File: config.mk
export PLATFORM = sky130hd
export DESIGN_NAME = fsm_table_ctrl
export DESIGN_NICKNAME = d
export VERILOG_FILES = /design/src/rtl/fsm_table_pkg.sv /design/src/rtl/fsm_table_mem.sv /design/src/rtl/fsm_table_ctrl.sv
export SDC_FILE = /design/constraint.sdc
export NUM_CORES = 1
export LEC_CHECK = 0
export CAP_MARGIN = 20
export CORE_ASPECT_RATIO = 0.9
export CORE_MARGIN = 3
export CORE_UTILIZATION = 44
export DETAILED_ROUTE_END_ITERATION = 10
export SETUP_SLACK_MARGIN = 0.15
export SLEW_MARGIN = 40
export SYNTH_ARGS = -nofsm -noshare
export SYNTH_HDL_FRONTEND = slang
export SYNTH_SLANG_ARGS = --single-unit
File: constraint.sdc
create_clock -name clk -period 3 [get_ports clk]
set_input_delay 0.6 -clock clk [delete_from_list [all_inputs] [get_ports clk]]
set_output_delay 0.6 -clock clk [all_outputs]
set_load 0.01 [all_outputs]
File: src/rtl/fsm_table_pkg.sv
// Shared types and constants for the programmable table-driven state machine.
// Entry layout is {next_state, c}; table address is {A, state}.
package fsm_table_pkg;

  localparam int ST_W    = 3;
  localparam int IN_W    = 2;
  localparam int OUT_W   = 3;
  localparam int ADDR_W  = IN_W + ST_W;
  localparam int ENTRY_W = ST_W + OUT_W;
  localparam int NS_LSB  = 3;
  localparam int C_LSB   = 0;

  typedef enum logic [1:0] {
    CFG = 2'd0,
    RUN = 2'd1,
    ERR = 2'd2
  } mode_e;

  typedef struct packed {
    logic [ST_W-1:0]  ns;
    logic [OUT_W-1:0] c;
  } entry_t;

  function automatic logic [ADDR_W-1:0] table_addr(input logic [IN_W-1:0] a,
                                                   input logic [ST_W-1:0] s);
    return {a, s};
  endfunction

endpackage

File: src/rtl/fsm_table_mem.sv
// Transition table storage: 2^ADDR_W entries with a per-entry written flag.
// Synchronous write, asynchronous read; res clears only the flags, never the contents.
module fsm_table_mem #(
  parameter int ADDR_W = 5,
  parameter int DATA_W = 6,
  localparam int DEPTH = 1 << ADDR_W
) (
  input  logic              clk,
  input  logic              res,
  input  logic              we,
  input  logic [ADDR_W-1:0] waddr,
  input  logic [DATA_W-1:0] wdata,
  input  logic [ADDR_W-1:0] raddr,
  output logic [DATA_W-1:0] rdata,
  output logic              rvalid
);

  logic [DATA_W-1:0] mem_reg [DEPTH];
  logic [DEPTH-1:0]  vld_reg;
  logic [DEPTH-1:0]  hit;

  // A write coinciding with reset is dropped, so contents and flags stay consistent.
  always_ff @(posedge clk) begin
    if (we && !res) begin
      mem_reg[waddr] <= wdata;
    end
  end

  generate
    for (genvar gi = 0; gi < DEPTH; gi++) begin : g_hit
      assign hit[gi] = we && (waddr == ADDR_W'(gi));
    end
  endgenerate

  always_ff @(posedge clk) begin
    if (res) begin
      vld_reg <= '0;
    end else begin
      vld_reg <= vld_reg | hit;
    end
  end

  assign rdata  = mem_reg[raddr];
  assign rvalid = vld_reg[raddr];

endmodule

File: src/rtl/fsm_table_ctrl.sv
// Programmable table-driven controller: CFG loads the table, RUN walks it, ERR traps on
// an unwritten entry. Optional `STEP_MODE_EN adds a step input gating each RUN advance.
module fsm_table_ctrl
  import fsm_table_pkg::*;
#(
  parameter int  ST_W   = fsm_table_pkg::ST_W,
  parameter int  IN_W   = fsm_table_pkg::IN_W,
  parameter int  OUT_W  = fsm_table_pkg::OUT_W,
  localparam int ADDR_W = IN_W + ST_W
) (
  input  logic                  clk,
  input  logic                  res,
`ifdef STEP_MODE_EN
  input  logic                  step,
`endif
  input  logic                  cfg_valid,
  output logic                  cfg_ready,
  input  logic [ADDR_W-1:0]     cfg_addr,
  input  logic [ST_W+OUT_W-1:0] cfg_data,
  input  logic                  run_req,
  input  logic [IN_W-1:0]       A,
  output logic [OUT_W-1:0]      c,
  output logic [ST_W-1:0]       state,
  output logic                  busy,
  output logic                  err
);

  mode_e                  mode_reg, mode_next;
  logic [ST_W-1:0]        state_reg, state_next;
  logic [OUT_W-1:0]       c_reg, c_next;
  logic [ADDR_W-1:0]      lookup_addr;
  logic [ST_W+OUT_W-1:0]  entry;
  logic                   entry_vld;
  logic                   cfg_we;
  logic                   advance;

`ifdef STEP_MODE_EN
  assign advance = step;
`else
  assign advance = 1'b1;
`endif

  assign cfg_ready   = (mode_reg == CFG);
  assign cfg_we      = cfg_valid && cfg_ready;
  assign lookup_addr = {A, state_reg};

  fsm_table_mem #(
    .ADDR_W (ADDR_W),
    .DATA_W (ST_W + OUT_W)
  ) u_mem (
    .clk    (clk),
    .res    (res),
    .we     (cfg_we),
    .waddr  (cfg_addr),
    .wdata  (cfg_data),
    .raddr  (lookup_addr),
    .rdata  (entry),
    .rvalid (entry_vld)
  );

  always_comb begin
    mode_next  = mode_reg;
    state_next = state_reg;
    c_next     = c_reg;
    case (mode_reg)
      CFG: begin
        if (run_req) begin
          mode_next = RUN;
        end
      end
      RUN: begin
        // Leaving RUN wins over the lookup, and ignores step.
        if (!run_req) begin
          mode_next  = CFG;
          state_next = '0;
          c_next     = '0;
        end else if (advance) begin
          if (entry_vld) begin
            state_next = entry[NS_LSB +: ST_W];
            c_next     = entry[C_LSB +: OUT_W];
          end else begin
            mode_next = ERR;
            c_next    = '0;
          end
        end
      end
      ERR: begin
        c_next = '0;
      end
      default: begin
        mode_next  = CFG;
        state_next = '0;
        c_next     = '0;
      end
    endcase
  end

  always_ff @(posedge clk) begin
    if (res) begin
      mode_reg  <= CFG;
      state_reg <= '0;
      c_reg     <= '0;
    end else begin
      mode_reg  <= mode_next;
      state_reg <= state_next;
      c_reg     <= c_next;
    end
  end

  assign c     = c_reg;
  assign state = state_reg;
  assign busy  = (mode_reg == RUN);
  assign err   = (mode_reg == ERR);

endmodule
==> results of run 1 <==
-- kinds of logic after synthesis --
kind of cell           share of synthesized area [%]
AOI/OAI and AO/OA                              2.813
buffers and inverters                          2.992
DFF                                            72.36
muxes                                          18.35
and+or+nand+nor                                3.488
-- critical path, delay by kind of cell (launching register included) --
family	cells	cell delay, ns
flops	1	0.53
buf+inv	2	0.87
-- metrics by stage --
step	area, um^2	power (mW)	worst slack (ns)	std cells
after floorplan	9075	3.660	0.5516	480
after global placement	9868	3.780	0.2229	776
after detailed placement	9868	3.785	0.1933	776
after CTS	10530	6.315	0.4590	818
after global routing	10530	6.467	0.4004	818
final	10530	6.265	0.5084	818
-- power groups by stage --
stage                     registers (mW)  logic, mW  clock network, mW
after floorplan                     3.57     0.0877                  0
after global placement              3.57      0.209                  0
after detailed placement            3.57      0.213                  0
after CTS                           3.50      0.213               2.60
after global routing                3.50      0.227               2.74
final                               3.50      0.211               2.55
-- cell usage in the layout (no fill, tap or decap), drive strengths merged --
cell / Yosys / routed
nand2: 9 / 9
mux2: 4 / 4
or2: 1 / 1
o22ai: 32 / 32
nor2: 35 / 35
o41ai: 3 / 3
clkdlybuf4s50: 0 / 25
dfxtp: 40 / 40
mux4: 70 / 70
clkbuf: 17 / 31
and2: 1 / 1
nor2b: 4 / 4
nand3: 8 / 8
mux2i: 4 / 4
a31oi: 3 / 3
a21oi: 2 / 2
clkinv: 0 / 8
buf: 13 / 46
clkinvlp: 0 / 2
nand2b: 5 / 5
nand3b: 3 / 3
and4b: 1 / 1
inv: 32 / 33
nor4bb: 1 / 1
edfxtp: 192 / 192
-- cells in the mapped netlist, drive strengths merged --
| master | instances | area, um^2 |
|---|---|---|
| a21oi | 2 | 10.01 |
| a31oi | 3 | 18.77 |
| and2 | 1 | 6.260 |
| and4b | 1 | 10.01 |
| buf | 13 | 87.58 |
| clkbuf | 17 | 63.81 |
| dfxtp | 40 | 800.8 |
| edfxtp | 192 | 5766 |
| inv | 32 | 120.1 |
| mux2 | 4 | 45.04 |
| mux2i | 4 | 43.79 |
| mux4 | 70 | 1577 |
| nand2 | 9 | 33.78 |
| nand2b | 5 | 31.28 |
| nand3 | 8 | 40.04 |
| nand3b | 3 | 22.52 |
| nor2 | 35 | 131.4 |
| nor2b | 4 | 25.02 |
| nor4bb | 1 | 10.01 |
| o22ai | 32 | 200.2 |
| o41ai | 3 | 26.28 |
| or2 | 1 | 6.260 |
-- final timing paths --
check	start	end	slack, ns	depth (start not counted)
worst min register to register	u_mem.vld_reg[12]	u_mem.vld_reg[12]	0.47	2
worst max register to register	state[1]	state[2]	0.54	6
worst max-delay path	state[1]	state[1]	0.51	2
worst min-delay path	u_mem.vld_reg[12]	u_mem.vld_reg[12]	0.47	2
-- routing by layer --
metal | global-route usage [%] | vias up
li1 | - | 2050
met5 | 0 | -
met1 | 26.69 | 2423
met4 | 3.516 | 0
met3 | 4.257 | 25
met2 | 29.49 | 161
-- cell type report --
| type | instances | area [um^2] |
|---|---|---|
| Clock buffer | 31 | 605.6 |
| Clock inverter | 11 | 57.56 |
| Fill cell | 1621 | 9578 |
| Inverter | 32 | 120.1 |
| Multi-Input combinational cell | 186 | 2237 |
| Sequential cell | 232 | 6571 |
| Tap cell | 255 | 319.1 |
| Timing Repair Buffer | 71 | 620.6 |
==> qor.csv, run 1 <==
metric;value;unit
slowest_stage;sky130_fd_sc_hd__clkdlybuf4s50_1;
report.final.slew_viol_count;0;
hold_viol;0;
cts_sinks;232;
worst_slew_pin_slew;0.7031;ns
switching_share;20.23;%
cts_buffer_depth;3;
fp.dieArea;22390;um^2
run_status;finished clean;
cts_tree;yes;
vias_in_the_first_global_route;4671;
syn-mean-instance-area;18.91;um^2
clock-root-buffer;sky130_fd_sc_hd__clkbuf_16;
wl_met3;1282;um
syn_area;9075;um^2
p_clk_share;40.7;%
share_seq_of_total_power;55.9;%
first_iter_violations;557;
crit_arrival;1.89;ns
power.share.combinational;3.4;%
synth-warning-count;0;
routed_via_density;5.696;
period_share;83.05;%
max-cap-violations;0;
drive_above_1_share;27.18;%
peak_clock_frequency_supported_by_timing;401.3;MHz
drcViolationCount;0;
areaGrowthSynthToFinish;16.05;%
place_congestion;0.8596;
cellInternalPower;4.997;mW
overflow_after_grt;0;
initial_utilization;45.13;%
numCtsBuffers;23;
final_antenna_net_count;0;
routed_wl;20090;um
crit_path_max_fanout;14;
critical_path_required;2.40;ns
wire_length_of_the_first_global_routing_pass;30360;um
netSwitchingPower;1.267;mW
maxSlewHeadroom;52.96;%
peakVddDrop;0.0003607;V
synth_sequential_area_ratio;72.36;%
route.top_layer_used;met4;
crit_path_start_kind;flip-flop;
layout.core_utilization;52.37;%
endpoint_kind;output pin;
synthCells;480;
synth.net_count;497;
nNetsFinal;563;
post-dp-hpwl;13860;um
largest_register_ffs;192;
cts_htree_levels;1;
antenna-diode-count;0;
largest_net_degree_at_the_start_of_global_routing;33;
rsz_0062_raised_after_global_routing;false;
floorplan.die.height;142.2;um
min-delay-path-class;flip-flop to flip-flop;
fin_worst_hold_slack;0.4710;ns
rows;49;
worstSkewPairLatency;0.51;ns
synth.ff_latch_count;232;
cts-hold-fix-buffers;0;
post_cts_resized;0;
cts.repair_timing.setup_buffer_count;0;
routed_wire_length_per_instance;24.56;um
slowest_delay;0.57;ns
fin_crit;2.492;ns
total_via_count_after_detailed_routing;4659;
setup-violations-final;0;
power.static_leakage;3.259;nW
antenna_found_initial;0;
synth_cell_types;25;
critical_path.cell_chain;buf_4 -> clkdlybuf4s50_1;
chipWidth;157.4;um
m1WireLength;8855;um
core_area;20110;um^2
drtPass1Iterations;5;
path_clk_slew;0.06;ns
portBuffers;25;
finalSetupTns;0;ns
total_length_of_routed_met2_wires;9670;um
critPathKind;flip-flop to output pin;
boundaryPins;26;
worst_clock_skew;0.01750;ns
gr-usage-all-layers;18.49;%
p_per_area;594.9;nW/um^2
(Power assumes the default switching activity.)
==> run 2: changes to the inputs <==
==> constraint.sdc (replaced) <==
create_clock -name clk -period 2.53 [get_ports clk]
set_input_delay 0.506 -clock clk [delete_from_list [all_inputs] [get_ports clk]]
set_output_delay 0.506 -clock clk [all_outputs]
set_load 0.01 [all_outputs]
==> run 2 against run 1 <==
Effect of this change:
- global-route usage rose by 0.56 points
- sequential share of layout area fell by 2.1 points
- critical path depth rose by 5
- utilization rose by 1.9 points
- via count rose by 2.6%
- setup slack got worse by 0.32 ns
- flip-flop and latch count did not move
- design area rose by 3.5%
- critical endpoint is now c[2]
- largest cell class unchanged
==> qor.csv, run 2 (synthesized netlist as in run 1, its figures left out) <==
metric;value;unit;change
routed_wl;20820;um;+3.6%
nNetsFinal;592;;+5.2%
portBuffers;25;;unchanged
cts_buffer_depth;3;;unchanged
worstSkewPairLatency;0.49;ns;-0.02 ns
rows;49;;unchanged
maxSlewHeadroom;60.14;%;+7.2 points
finalSetupTns;0;ns;unchanged
routed_via_density;5.676;;-0.35%
rsz_0062_raised_after_global_routing;false;;
slowest_stage;sky130_fd_sc_hd__mux4_2;;
boundaryPins;26;;unchanged
min-delay-path-class;flip-flop to flip-flop;;
routed_wire_length_per_instance;24.73;um;+0.69%
report.final.slew_viol_count;0;;unchanged
antenna_found_initial;1;;+1
total_via_count_after_detailed_routing;4779;;+2.6%
critical_path.endpoint;c[2];;
largest_net_degree_at_the_start_of_global_routing;44;;+33%
power.static_leakage;3.462;nW;+6.2%
worstRegToRegCells;7;;+1
fp.dieArea;22390;um^2;unchanged
final_cell_mix;sky130_fd_sc_hd__edfxtp_1, sky130_fd_sc_hd__mux4_2, sky130_fd_sc_hd__buf_4;;
floorplan.die.height;142.2;um;unchanged
core_area;20110;um^2;unchanged
placed_cells;798;;+2.8%
critPathKind;flip-flop to flip-flop;;
chipWidth;157.4;um;unchanged
final_antenna_net_count;0;;unchanged
placedInstanceArea;10060;um^2;+1.9%
cts_tree;yes;;
peak_clock_frequency_supported_by_timing;427.6;MHz;
layout.core_utilization;54.22;%;+1.9 points
period_share;92.44;%;
p_per_area;692.8;nW/um^2;+16%
slowest_delay;0.51;ns;-0.06 ns
critical_path_required;2.88;ns;+0.48 ns
cts-hold-fix-buffers;0;;unchanged
areaGrowthSynthToFinish;20.16;%;
worst_clock_skew;0.01176;ns;-0.005732 ns
hold_viol;0;;unchanged
timing.rr.end;c[2];;
wire_length_of_the_first_global_routing_pass;31300;um;+3.1%
overflow_after_grt;0;;unchanged
endpoint_kind;flip-flop;;
post-dp-hpwl;14080;um;+1.6%
crit_path_max_fanout;5;;-9
cts_sinks;232;;unchanged
finish.instance_area;10900;um^2;+3.5%
setup-violations-final;0;;unchanged
drcViolationCount;0;;unchanged
startpoint_of_the_worst_slack_reg_to_reg_timing_path;state[1];;
peakVddDrop;0.0003420;V;-5.2%
vias_in_the_first_global_route;4904;;+5.0%
drive_above_1_share;31.01;%;+3.8 points
initial_utilization;45.13;%;unchanged
mostFrequentLayoutCell;sky130_fd_sc_hd__edfxtp_1;;
drtPass1Iterations;5;;unchanged
fin_crit;2.339;ns;
path_clk_slew;0.06;ns;about the same
critPathLaunch;state[1];;
gr-usage-all-layers;19.04;%;+0.56 points
max-cap-violations;0;;unchanged
antenna-diode-count;0;;unchanged
final.fill_count;1564;;-3.5%
first_iter_violations;431;;-23%
reg2reg_slack;0.19;ns;-0.35 ns
critical_path.cell_chain;buf_4 -> buf_12 -> mux4_2 -> mux4_2 -> mux2_4 -> nand2_2 -> o41ai_1;;
stdcell_count;842;;+2.9%
worst_slew_pin_slew;0.5979;ns;-0.1052 ns
crit_path_frequent_cell;sky130_fd_sc_hd__mux4_2;;
crit_arrival;2.69;ns;+0.80 ns
crit_path_start_kind;flip-flop;;
clock-root-buffer;sky130_fd_sc_hd__clkbuf_16;;
cts_htree_levels;1;;unchanged
largest_register_ffs;192;;unchanged
place_congestion;0.8280;;-3.7%
run_status;finished clean;;
numCtsBuffers;23;;unchanged
## run 2: per-stage QoR
stage | total power, mW | hold slack [ns] | worst slack [ns]
floorplan | 4.339 | 0.4489 | 0.1756
global placement | 4.485 | 0.4543 | 0.002088
detailed placement | 4.492 | 0.4583 | -0.01711
CTS | 7.618 | 0.4715 | 0.1543
global route | 7.791 | 0.4895 | 0.1356
finish | 7.554 | 0.4689 | 0.1914
## run 2: timing repair
| action | 4_1_cts | 5_1_grt |
|---|---|---|
| gates cloned | 0 | 2 |
| setup endpoints to repair | 7 | 8 |
| resized for setup | 3 | 9 |
| buffers inserted | 1 | 4 |
## run 2: worst max-delay path, delay by kind of cell, from the launching register on
family                 cells  cell delay [ns]
AOI/OAI and AO/OA          1             0.09
muxes                      3             1.33
buffers and inverters      2             0.29
DFF                        1             0.38
and+or+nand+nor            1             0.10
## run 2: worst min path at each step
stage / start / endpoint / slack, ns / depth (start not counted)
finish: u_mem.vld_reg[26] / u_mem.vld_reg[26] / 0.47 / 2
global route: u_mem.vld_reg[0] / u_mem.vld_reg[0] / 0.49 / 2
CTS: u_mem.vld_reg[26] / u_mem.vld_reg[26] / 0.47 / 2
detailed placement: u_mem.vld_reg[5] / u_mem.vld_reg[5] / 0.46 / 2
global placement: u_mem.vld_reg[7] / u_mem.vld_reg[7] / 0.45 / 2
floorplan: u_mem.vld_reg[12] / u_mem.vld_reg[12] / 0.45 / 2
## run 2: where the power goes
| group | internal, mW | leakage (nW) | switching (mW) | total [mW] |
|---|---|---|---|---|
| combinational | 0.0987 | 1.08 | 0.157 | 0.256 |
| sequential | 4.15 | 2.05 | 0.00705 | 4.15 |
| clock | 1.86 | 0.333 | 1.29 | 3.14 |
## run 2: area by class of cell
type	instances	area, um^2	share of cell area [%]
Clock buffer	29	598.1	5.485
Sequential cell	232	6571	60.26
Inverter	32	120.1	1.102
Multi-Input combinational cell	186	2256	20.69
Timing Repair Buffer	100	954.7	8.755
Clock inverter	8	85.08	0.7803
Tap cell	255	319.1	2.926
## run 2: routing by layer
layer / part of all wire, % / vias to the layer above / wire length (um) / GRT usage [%]
met4: 2.7 / 2 / 566 / 4.886
met5: 0.058 / - / 12 / 0
met3: 5.6 / 37 / 1168 / 3.709
li1: - / 2102 / - / -
met2: 48 / 139 / 10070 / 30.37
met1: 43 / 2499 / 9001 / 27.41
